### src/rtl/muldiv_seq.sv
// Iterative unsigned multiply/divide unit, one shift-add or restoring-subtract
// step per clock. Produces the same HI/LO results as the ALU MUL/DIV modes.
//
// Ports:
//   clk, rst_n        clock, asynchronous active-low reset
//   start, mode       request and operation code (4'b0011 MUL, 4'b0100 DIV)
//   x, y              operands, sampled with an accepted start
//   busy              operation in progress; start ignored while high
//   done              one-cycle completion pulse
//   hi, lo            MUL: product upper/lower half; DIV: remainder/quotient
//   div_by_zero       last completed DIV had y == 0
module muldiv_seq #(
  parameter int unsigned N = 32
) (
  input  logic         clk,
  input  logic         rst_n,
  input  logic         start,
  input  logic [3:0]   mode,
  input  logic [N-1:0] x,
  input  logic [N-1:0] y,
  output logic         busy,
  output logic         done,
  output logic [N-1:0] hi,
  output logic [N-1:0] lo,
  output logic         div_by_zero
);

  localparam int unsigned CW       = $clog2(N) + 1;
  localparam int unsigned AW       = 2 * N + 1;
  localparam logic [3:0]  MODE_MUL = 4'b0011;
  localparam logic [3:0]  MODE_DIV = 4'b0100;
  localparam logic [CW-1:0] LAST   = CW'(N - 1);

  typedef enum logic [1:0] {
    S_IDLE = 2'd0,
    S_MUL  = 2'd1,
    S_DIV  = 2'd2,
    S_DONE = 2'd3
  } state_t;

  state_t        state, state_nxt;
  logic [CW-1:0] cnt, cnt_nxt;
  // acc: MUL accumulator (2N+1 bits); DIV keeps the remainder in acc[N-1:0].
  logic [AW-1:0] acc, acc_nxt;
  // cst: operand held constant (multiplicand / divisor).
  logic [N-1:0]  cst, cst_nxt;
  // sh: operand shifted each step (multiplier / dividend-becoming-quotient).
  logic [N-1:0]  sh, sh_nxt;
  logic [N-1:0]  hi_nxt, lo_nxt;
  logic          dbz_nxt, busy_nxt, done_nxt;

  logic          accept;
  logic [N:0]    mul_hi;
  logic [AW-1:0] mul_acc;
  logic [N:0]    rem_s;
  logic          ge;
  logic [N-1:0]  rem_n, quo_n;

  // One shift-add multiply step.
  always_comb begin
    mul_hi  = acc[AW-1:N] + (sh[0] ? {1'b0, cst} : {(N+1){1'b0}});
    mul_acc = {mul_hi, acc[N-1:0]} >> 1;
  end

  // One restoring-divide step; rem_s needs N+1 bits since it may reach 2*y-1.
  always_comb begin
    rem_s = {acc[N-1:0], sh[N-1]};
    ge    = rem_s >= {1'b0, cst};
    rem_n = ge ? N'(rem_s - {1'b0, cst}) : rem_s[N-1:0];
    quo_n = {sh[N-2:0], ge};
  end

  // Next-state and datapath update.
  always_comb begin
    state_nxt = state;
    cnt_nxt   = cnt;
    acc_nxt   = acc;
    cst_nxt   = cst;
    sh_nxt    = sh;
    hi_nxt    = hi;
    lo_nxt    = lo;
    dbz_nxt   = div_by_zero;
    accept    = start && (state == S_IDLE || state == S_DONE) &&
                (mode == MODE_MUL || mode == MODE_DIV);

    case (state)
      S_IDLE, S_DONE: begin
        if (state == S_DONE) state_nxt = S_IDLE;
        if (accept) begin
          cnt_nxt = '0;
          dbz_nxt = 1'b0;
          acc_nxt = '0;
          if (mode == MODE_MUL) begin
            cst_nxt   = x;
            sh_nxt    = y;
            state_nxt = S_MUL;
          end else if (y == '0) begin
            // Divide by zero completes immediately with the ALU's convention.
            lo_nxt    = {N{1'b1}};
            hi_nxt    = x;
            dbz_nxt   = 1'b1;
            state_nxt = S_DONE;
          end else begin
            cst_nxt   = y;
            sh_nxt    = x;
            state_nxt = S_DIV;
          end
        end
      end
      S_MUL: begin
        acc_nxt = mul_acc;
        sh_nxt  = sh >> 1;
        cnt_nxt = cnt + CW'(1);
        if (cnt == LAST) begin
          hi_nxt    = mul_acc[2*N-1:N];
          lo_nxt    = mul_acc[N-1:0];
          state_nxt = S_DONE;
        end
      end
      S_DIV: begin
        acc_nxt = {{(N+1){1'b0}}, rem_n};
        sh_nxt  = quo_n;
        cnt_nxt = cnt + CW'(1);
        if (cnt == LAST) begin
          hi_nxt    = rem_n;
          lo_nxt    = quo_n;
          state_nxt = S_DONE;
        end
      end
      default: state_nxt = S_IDLE;
    endcase

    busy_nxt = (state_nxt == S_MUL) || (state_nxt == S_DIV);
    done_nxt = (state_nxt == S_DONE);
  end

  // State register.
  always_ff @(posedge clk or negedge rst_n) begin
    if (!rst_n) state <= S_IDLE;
    else        state <= state_nxt;
  end

  // Datapath and registered outputs.
  always_ff @(posedge clk or negedge rst_n) begin
    if (!rst_n) begin
      cnt         <= '0;
      acc         <= '0;
      cst         <= '0;
      sh          <= '0;
      hi          <= '0;
      lo          <= '0;
      div_by_zero <= 1'b0;
      busy        <= 1'b0;
      done        <= 1'b0;
    end else begin
      cnt         <= cnt_nxt;
      acc         <= acc_nxt;
      cst         <= cst_nxt;
      sh          <= sh_nxt;
      hi          <= hi_nxt;
      lo          <= lo_nxt;
      div_by_zero <= dbz_nxt;
      busy        <= busy_nxt;
      done        <= done_nxt;
    end
  end

endmodule

### config.mk
export PLATFORM = sky130hd
export DESIGN_NAME = muldiv_seq
export DESIGN_NICKNAME = d
export VERILOG_FILES = /design/src/rtl/muldiv_seq.sv
export SDC_FILE = /design/constraint.sdc
export NUM_CORES = 1
export LEC_CHECK = 0
export CORE_MARGIN = 2
export CORE_UTILIZATION = 35
export DETAILED_ROUTE_END_ITERATION = 8
export GPL_TIMING_DRIVEN = 0
export HOLD_SLACK_MARGIN = 0.03
export PLACE_DENSITY = 0.52
export SLEW_MARGIN = 20
export SYNTH_ARGS = -nofsm -noshare
export SYNTH_HDL_FRONTEND = slang
export SYNTH_SLANG_ARGS = --single-unit
### constraint.sdc
create_clock -name clk -period 4.4 [get_ports clk]
set_input_delay 0.88 -clock clk [delete_from_list [all_inputs] [get_ports clk]]
set_output_delay 0.88 -clock clk [all_outputs]
set_load 0.05 [all_outputs]
==> results of run 1 <==
[layer usage]
layer,up-vias,share of wire (%),track usage (%)
met5,-,0,0
met4,0,3.6,9.795
met3,114,8.4,4.827
met2,682,44,46.24
met1,6703,44,41.72
li1,6163,-,-
[registers in the layout, summed over array words and instances (netlist names)]
name / flops
cnt: 6
div_by_zero: 1
busy: 1
lo: 32
sh: 32
done: 1
acc: 64
hi: 32
state: 2
cst: 32
[worst register-to-register path: cells and delay by family, from the launching register on]
kind | cells | cell delay (ps)
adders and majority gates | 2 | 590
AOI/OAI and AO/OA | 6 | 1340
muxes | 1 | 410
DFF | 1 | 630
buffers and inverters | 2 | 400
and+or+nand+nor | 4 | 780
[area by class of cell]
class / count / area share [%]
Buffer: 113 / 2.917
Clock buffer: 36 / 4.575
Clock inverter: 12 / 0.7386
Inverter: 62 / 1.402
Multi-Input combinational cell: 1222 / 47.24
Sequential cell: 203 / 30.60
Tap cell: 518 / 3.904
Timing Repair Buffer: 139 / 8.622
[through the flow]
| stage | setup TNS (ps) | util (%) | instance area (µm²) | worst slack, ps |
|---|---|---|---|---|
| after floorplan | 0 | - | 13620 | 1304 |
| after global placement | -1426470 | 40.55 | 15640 | -7027 |
| after detailed placement | -7042 | 40.73 | 15700 | -490.3 |
| after CTS | 0 | 43.02 | 16590 | 27.11 |
| after global routing | 0 | 43.06 | 16600 | 3.720 |
| final | 0 | 43.06 | 16600 | 96.97 |
[cells in the mapped netlist (all sizes together), types with 34 or more instances]
master	instances	area [µm²]
clkbuf	97	364.1
o21ai	180	900.9
inv	61	229.0
nand2	182	688.2
and2	37	231.5
nor2	108	405.4
a221oi	37	330.3
a21oi	156	792.0
mux2i	68	680.7
nand3	50	250.2
xnor2	34	297.8
dfrtp	203	5080
ha	69	863.3
[what timing repair did]
item                                   in CTS  in global routing
resized for setup                           1                 16
endpoints found under the hold margin       0                  0
setup endpoints to repair                   1                 25
[path summary, 6_finish.rpt]
check,end,cells after the start
setup reg to reg,hi[25],15
hold reg to reg,lo[15],2
min in group clk,lo[15],2
hold / removal,acc[37],1
max in group asynchronous,cst[27],3
setup / recovery,hi[25],15
[cell families (layout without fill, tap and decap cells)]
group,count (synthesis),in the layout,synth area share (%)
buffers and inverters,175,362,5.201
DFF,203,203,37.31
muxes,73,73,5.440
and+or+nand+nor,448,448,14.89
AOI/OAI and AO/OA,577,577,27.13
adders and majority gates,71,71,6.634
xor gates and xnor gates,53,53,3.409
==> impl_metrics.json, run 1 <==
{
  "grt_pass1_vias": 13280,
  "cp-end-kind": "flop",
  "mostFrequentLayoutCells": "dfrtp_1 (203), nand2_1 (180), o21ai_0 (172)",
  "status": "finished clean",
  "final_cells": 2305,
  "remaining_drc_errors": 0,
  "layout_commonest_cell": "dfrtp_1",
  "whs_ps": 175.7,
  "required_ps": 4790,
  "drv_slew": 0,
  "core_region_area_um2": 38560,
  "cp_top_family": "compound AO/OA/AOI/OAI gates",
  "hold_viol_final": 0,
  "layout-drive-gt1-share_pct": 4.980,
  "dpl.cell_count": 2257,
  "cap_violations": 0,
  "die-area_um2": 40500,
  "drt_pass1_iterations": 6,
  "fp.dieW_um": 201.2,
  "synthCells": 1600,
  "synthToLayoutAreaGrowth_pct": 21.91,
  "io_buffer_count": 137,
  "n_fill_cell": 3966,
  "reg2reg_slack_ps": 100,
  "async_reset_ff_share_pct": 100.0,
  "synth_ff_type": "dfrtp_1",
  "cts_max_level": 1,
  "min_period_ps": 4303,
  "cp_num_buf_inv": 2,
  "grt_max_degree": 89,
  "start_kind": "flop",
  "slew_headroom_pct": 23.15,
  "synth_edf_count": 0,
  "yosysWarnings": 0,
  "worstPathMaxFanout": 10,
  "critPathKind": "flop to flop",
  "gr-total-overflow": 0,
  "dieHeight_um": 201.2,
  "synthDistinctLibCells": 74,
  "wl_per_cell_um": 26.66,
  "r2r-start": "sh[0]",
  "post_cts_buffers": 0,
  "vias": 13660,
  "io_pins": 138,
  "fmax_ghz": 0.2324,
  "drtAntennaViolNets": 0,
  "setup_viol": 0,
  "worst_skew_pair.late_latency_ps": 560,
  "grt_first_pass_wirelength_um": 89110,
  "nets": 1909,
  "clk_pin_slew_ps": 60,
  "seqCellArea_um2": 5080,
  "min_period_over_period_pct": 97.80,
  "seq_area_frac_synth_pct": 37.31,
  "rsz0062_at_grt": "no",
  "hpwl_um": 46830,
  "drt_wl_total_um": 61460,
  "cts_buffers": 26,
  "clock_sinks": 203,
  "path_cells": "clkbuf_2 > and2_1 > ha_1 > inv_1 > fa_1 > nand2b_1 > a21o_1 > a21oi_1 > nor2_1 > o21ai_0 > and2_1 > a21oi_1 > o21bai_1 > mux2i_1 > a41oi_1",
  "synth_area_um2": 13620,
  "drt_first_iter_violations": 1559,
  "worst_slew_pin_slew_ps": 1153,
  "critPathSlowestCell": "dfrtp_1",
  "synth_area_per_cell_um2": 8.511,
  "hold_buffers": 0,
  "clock_path_buffers": 3,
  "rows": 72,
  "worst_ep_arrival_time_ps": 4690,
  "place_congestion": 0.9506,
  "min_path_type": "input pin to async pin",
  "critPathLaunch": "sh[0]",
  "syn_nets": 1742,
  "antenna_found_initial": 1,
  "viasPerCell": 5.927,
  "grt_usage_pct": 29.60,
  "cts-root-buf": "clkbuf_16",
  "multiInputGateArea_um2": 7843,
  "cpPeakStageDelay_ps": 630,
  "diodes": 0,
  "finClkSkew_ps": 24.28,
  "start_util_pct": 35.32,
  "cts_tree": "built",
  "ys_ff_latch": 203
}
Power of run 1 is left out: the tool's default activity adds up to more than one toggle a clock period on the data nets, which glitch-free logic cannot reach.
==> inputs of run 2 (changes only) <==
Settings changed: CTS_CLUSTER_DIAMETER set to 80, SETUP_SLACK_MARGIN set to 0.4, SLEW_MARGIN 20 to unset.
==> run 2 against run 1 <==
  * Core utilization about the same
  * Design area about the same
  * Largest cell class unchanged
  * Critical path depth unchanged
  * Critical path type unchanged
  * Sequential cell count unchanged
  * Via count increased by 0.25%
  * Die area unchanged
  * Register-to-register slack improved by 350 ps
  * Global-route usage about the same
  * Wire length about the same
  * Worst hold slack got worse by 6.8 ps
  * Critical endpoint unchanged
==> impl_metrics.json, run 2 (same netlist as run 1, synthesis figures left out) <==
{
  "grt_util_met2_pct": 46.02,
  "remaining_drc_errors": 0,
  "viasPerCell": 5.950,
  "clock_path_buffers": 3,
  "globalRouteMet3Util_pct": 6.527,
  "synthToLayoutAreaGrowth_pct": 21.94,
  "worst_ep_arrival_time_ps": 4350,
  "largest_reg_flops": 64,
  "slew_headroom_pct": 25.60,
  "core_region_area_um2": 38560,
  "cp-end-kind": "flop",
  "drtAntennaViolNets": 0,
  "start_kind": "flop",
  "fin_area_um2": 16600,
  "drt_first_iter_violations": 1458,
  "antenna_found_initial": 0,
  "cts_max_level": 1,
  "critPathKind": "flop to flop",
  "grt-busiest-layer": "met2",
  "status": "finished clean",
  "diodes": 0,
  "grt_first_pass_wirelength_um": 88930,
  "drt_wl_total_um": 61460,
  "grt_pass1_vias": 13320,
  "start_util_pct": 35.32,
  "rows": 72,
  "hold_viol_final": 0,
  "cts_tree": "built",
  "post_cts_buffers": 0,
  "worstPathMaxFanout": 10,
  "min_path_type": "input pin to async pin",
  "nets": 1908,
  "hpwl_um": 46910,
  "finClkSkew_ps": 24.08,
  "worst_skew_pair.late_latency_ps": 560,
  "hold_buffers": 0,
  "final_core_util_pct": 43.07,
  "io_pins": 138,
  "dpl_cell_area_um2": 15700,
  "vias": 13700,
  "n_fill_cell": 3991,
  "cts-root-buf": "clkbuf_16",
  "rsz0062_at_grt": "yes",
  "io_buffer_count": 137,
  "grt_usage_pct": 29.64,
  "fmax_ghz": 0.2528,
  "min_period_ps": 3956,
  "grt_use_met1_pct": 40.64,
  "dieHeight_um": 201.2,
  "die-area_um2": 40500,
  "clock_sinks": 203,
  "gr-total-overflow": 0,
  "worst_slew_pin_slew_ps": 1116,
  "regMostFlops": "acc",
  "setup_viol": 0,
  "layout_commonest_cell": "dfrtp_1",
  "grt_max_degree": 92,
  "r2r-start": "sh[0]",
  "place_congestion": 0.9506,
  "wl_per_cell_um": 26.70,
  "dp_slack_ps": -437.4,
  "min_period_over_period_pct": 89.91,
  "setup_slack_ps": 444.1,
  "clk_pin_slew_ps": 70,
  "layout-drive-gt1-share_pct": 5.605,
  "critPathLaunch": "sh[0]",
  "required_ps": 4800,
  "drt_pass1_iterations": 6,
  "cts_buffers": 25,
  "cap_violations": 0,
  "drv_slew": 0,
  "mostFrequentLayoutCells": "dfrtp_1 (202), nand2_1 (180), o21ai_0 (169)",
  "fp.dieW_um": 201.2
}
-- run 2: metal layers --
layer | vias up | share of wire [%]
met5 | - | 0
met4 | 0 | 4.0
met3 | 126 | 9.0
met2 | 680 | 44
met1 | 6724 | 43
li1 | 6166 | -
-- run 2: metrics by stage --
stage	setup TNS, ps	instances	hold WS, ps
after detailed placement	-5770	2257	464.9
after CTS	0	2302	170.8
final	0	2302	168.9
after global routing	0	2302	185.9
after global placement	-1426470	2255	464.2
after floorplan	0	1600	452.5
-- run 2: area by class of cell --
class / count / area [µm²] / share of cell area, %
multi-input combinational: 1222 / 7905 / 47.61
sequential: 203 / 5081 / 30.60
timing repair buffer: 139 / 1431 / 8.620
clock buffer: 35 / 703.2 / 4.235
tap: 518 / 648.1 / 3.903
buffer: 113 / 489.2 / 2.946
inverter: 62 / 232.7 / 1.402
clock inverter: 10 / 113.9 / 0.6857
-- run 2: timing repair --
action / CTS / global route
pin swaps: 0 / 1
gates resized for setup: 12 / 22
setup endpoints to repair: 48 / 51
-- run 2: worst paths after layout --
path / depth (start not counted) / slack, ps / to
max: 15 / 440 / hi[25]
min: 1 / 170 / acc[38]
max reg2reg: 15 / 440 / hi[25]
min reg2reg: 2 / 480 / lo[15]
max in group asynchronous: 3 / 3030 / acc[26]
min in group clk: 2 / 480 / lo[15]
-- run 2: critical path: stages (launching register included) --
cell	delay (ps)
dfrtp_2	500
clkbuf_2	280
and2_1	160
ha_1	200
inv_1	70
fa_1	380
nand2b_1	200
a21o_1	210
a21oi_1	250
nor2_1	190
o21ai_2	240
and2_1	210
a21oi_1	130
o21bai_1	210
mux2i_1	400
a41oi_1	170
Power of run 2 is left out for the same reason.
==> inputs of run 3 (changes only) <==
Settings changed: ABC_CLOCK_PERIOD_IN_PS set to 4400.
==> results of run 3 <==
No change in the layout: final DEF, timing and power equal those of run 2.
Power of run 3 is left out for the same reason.
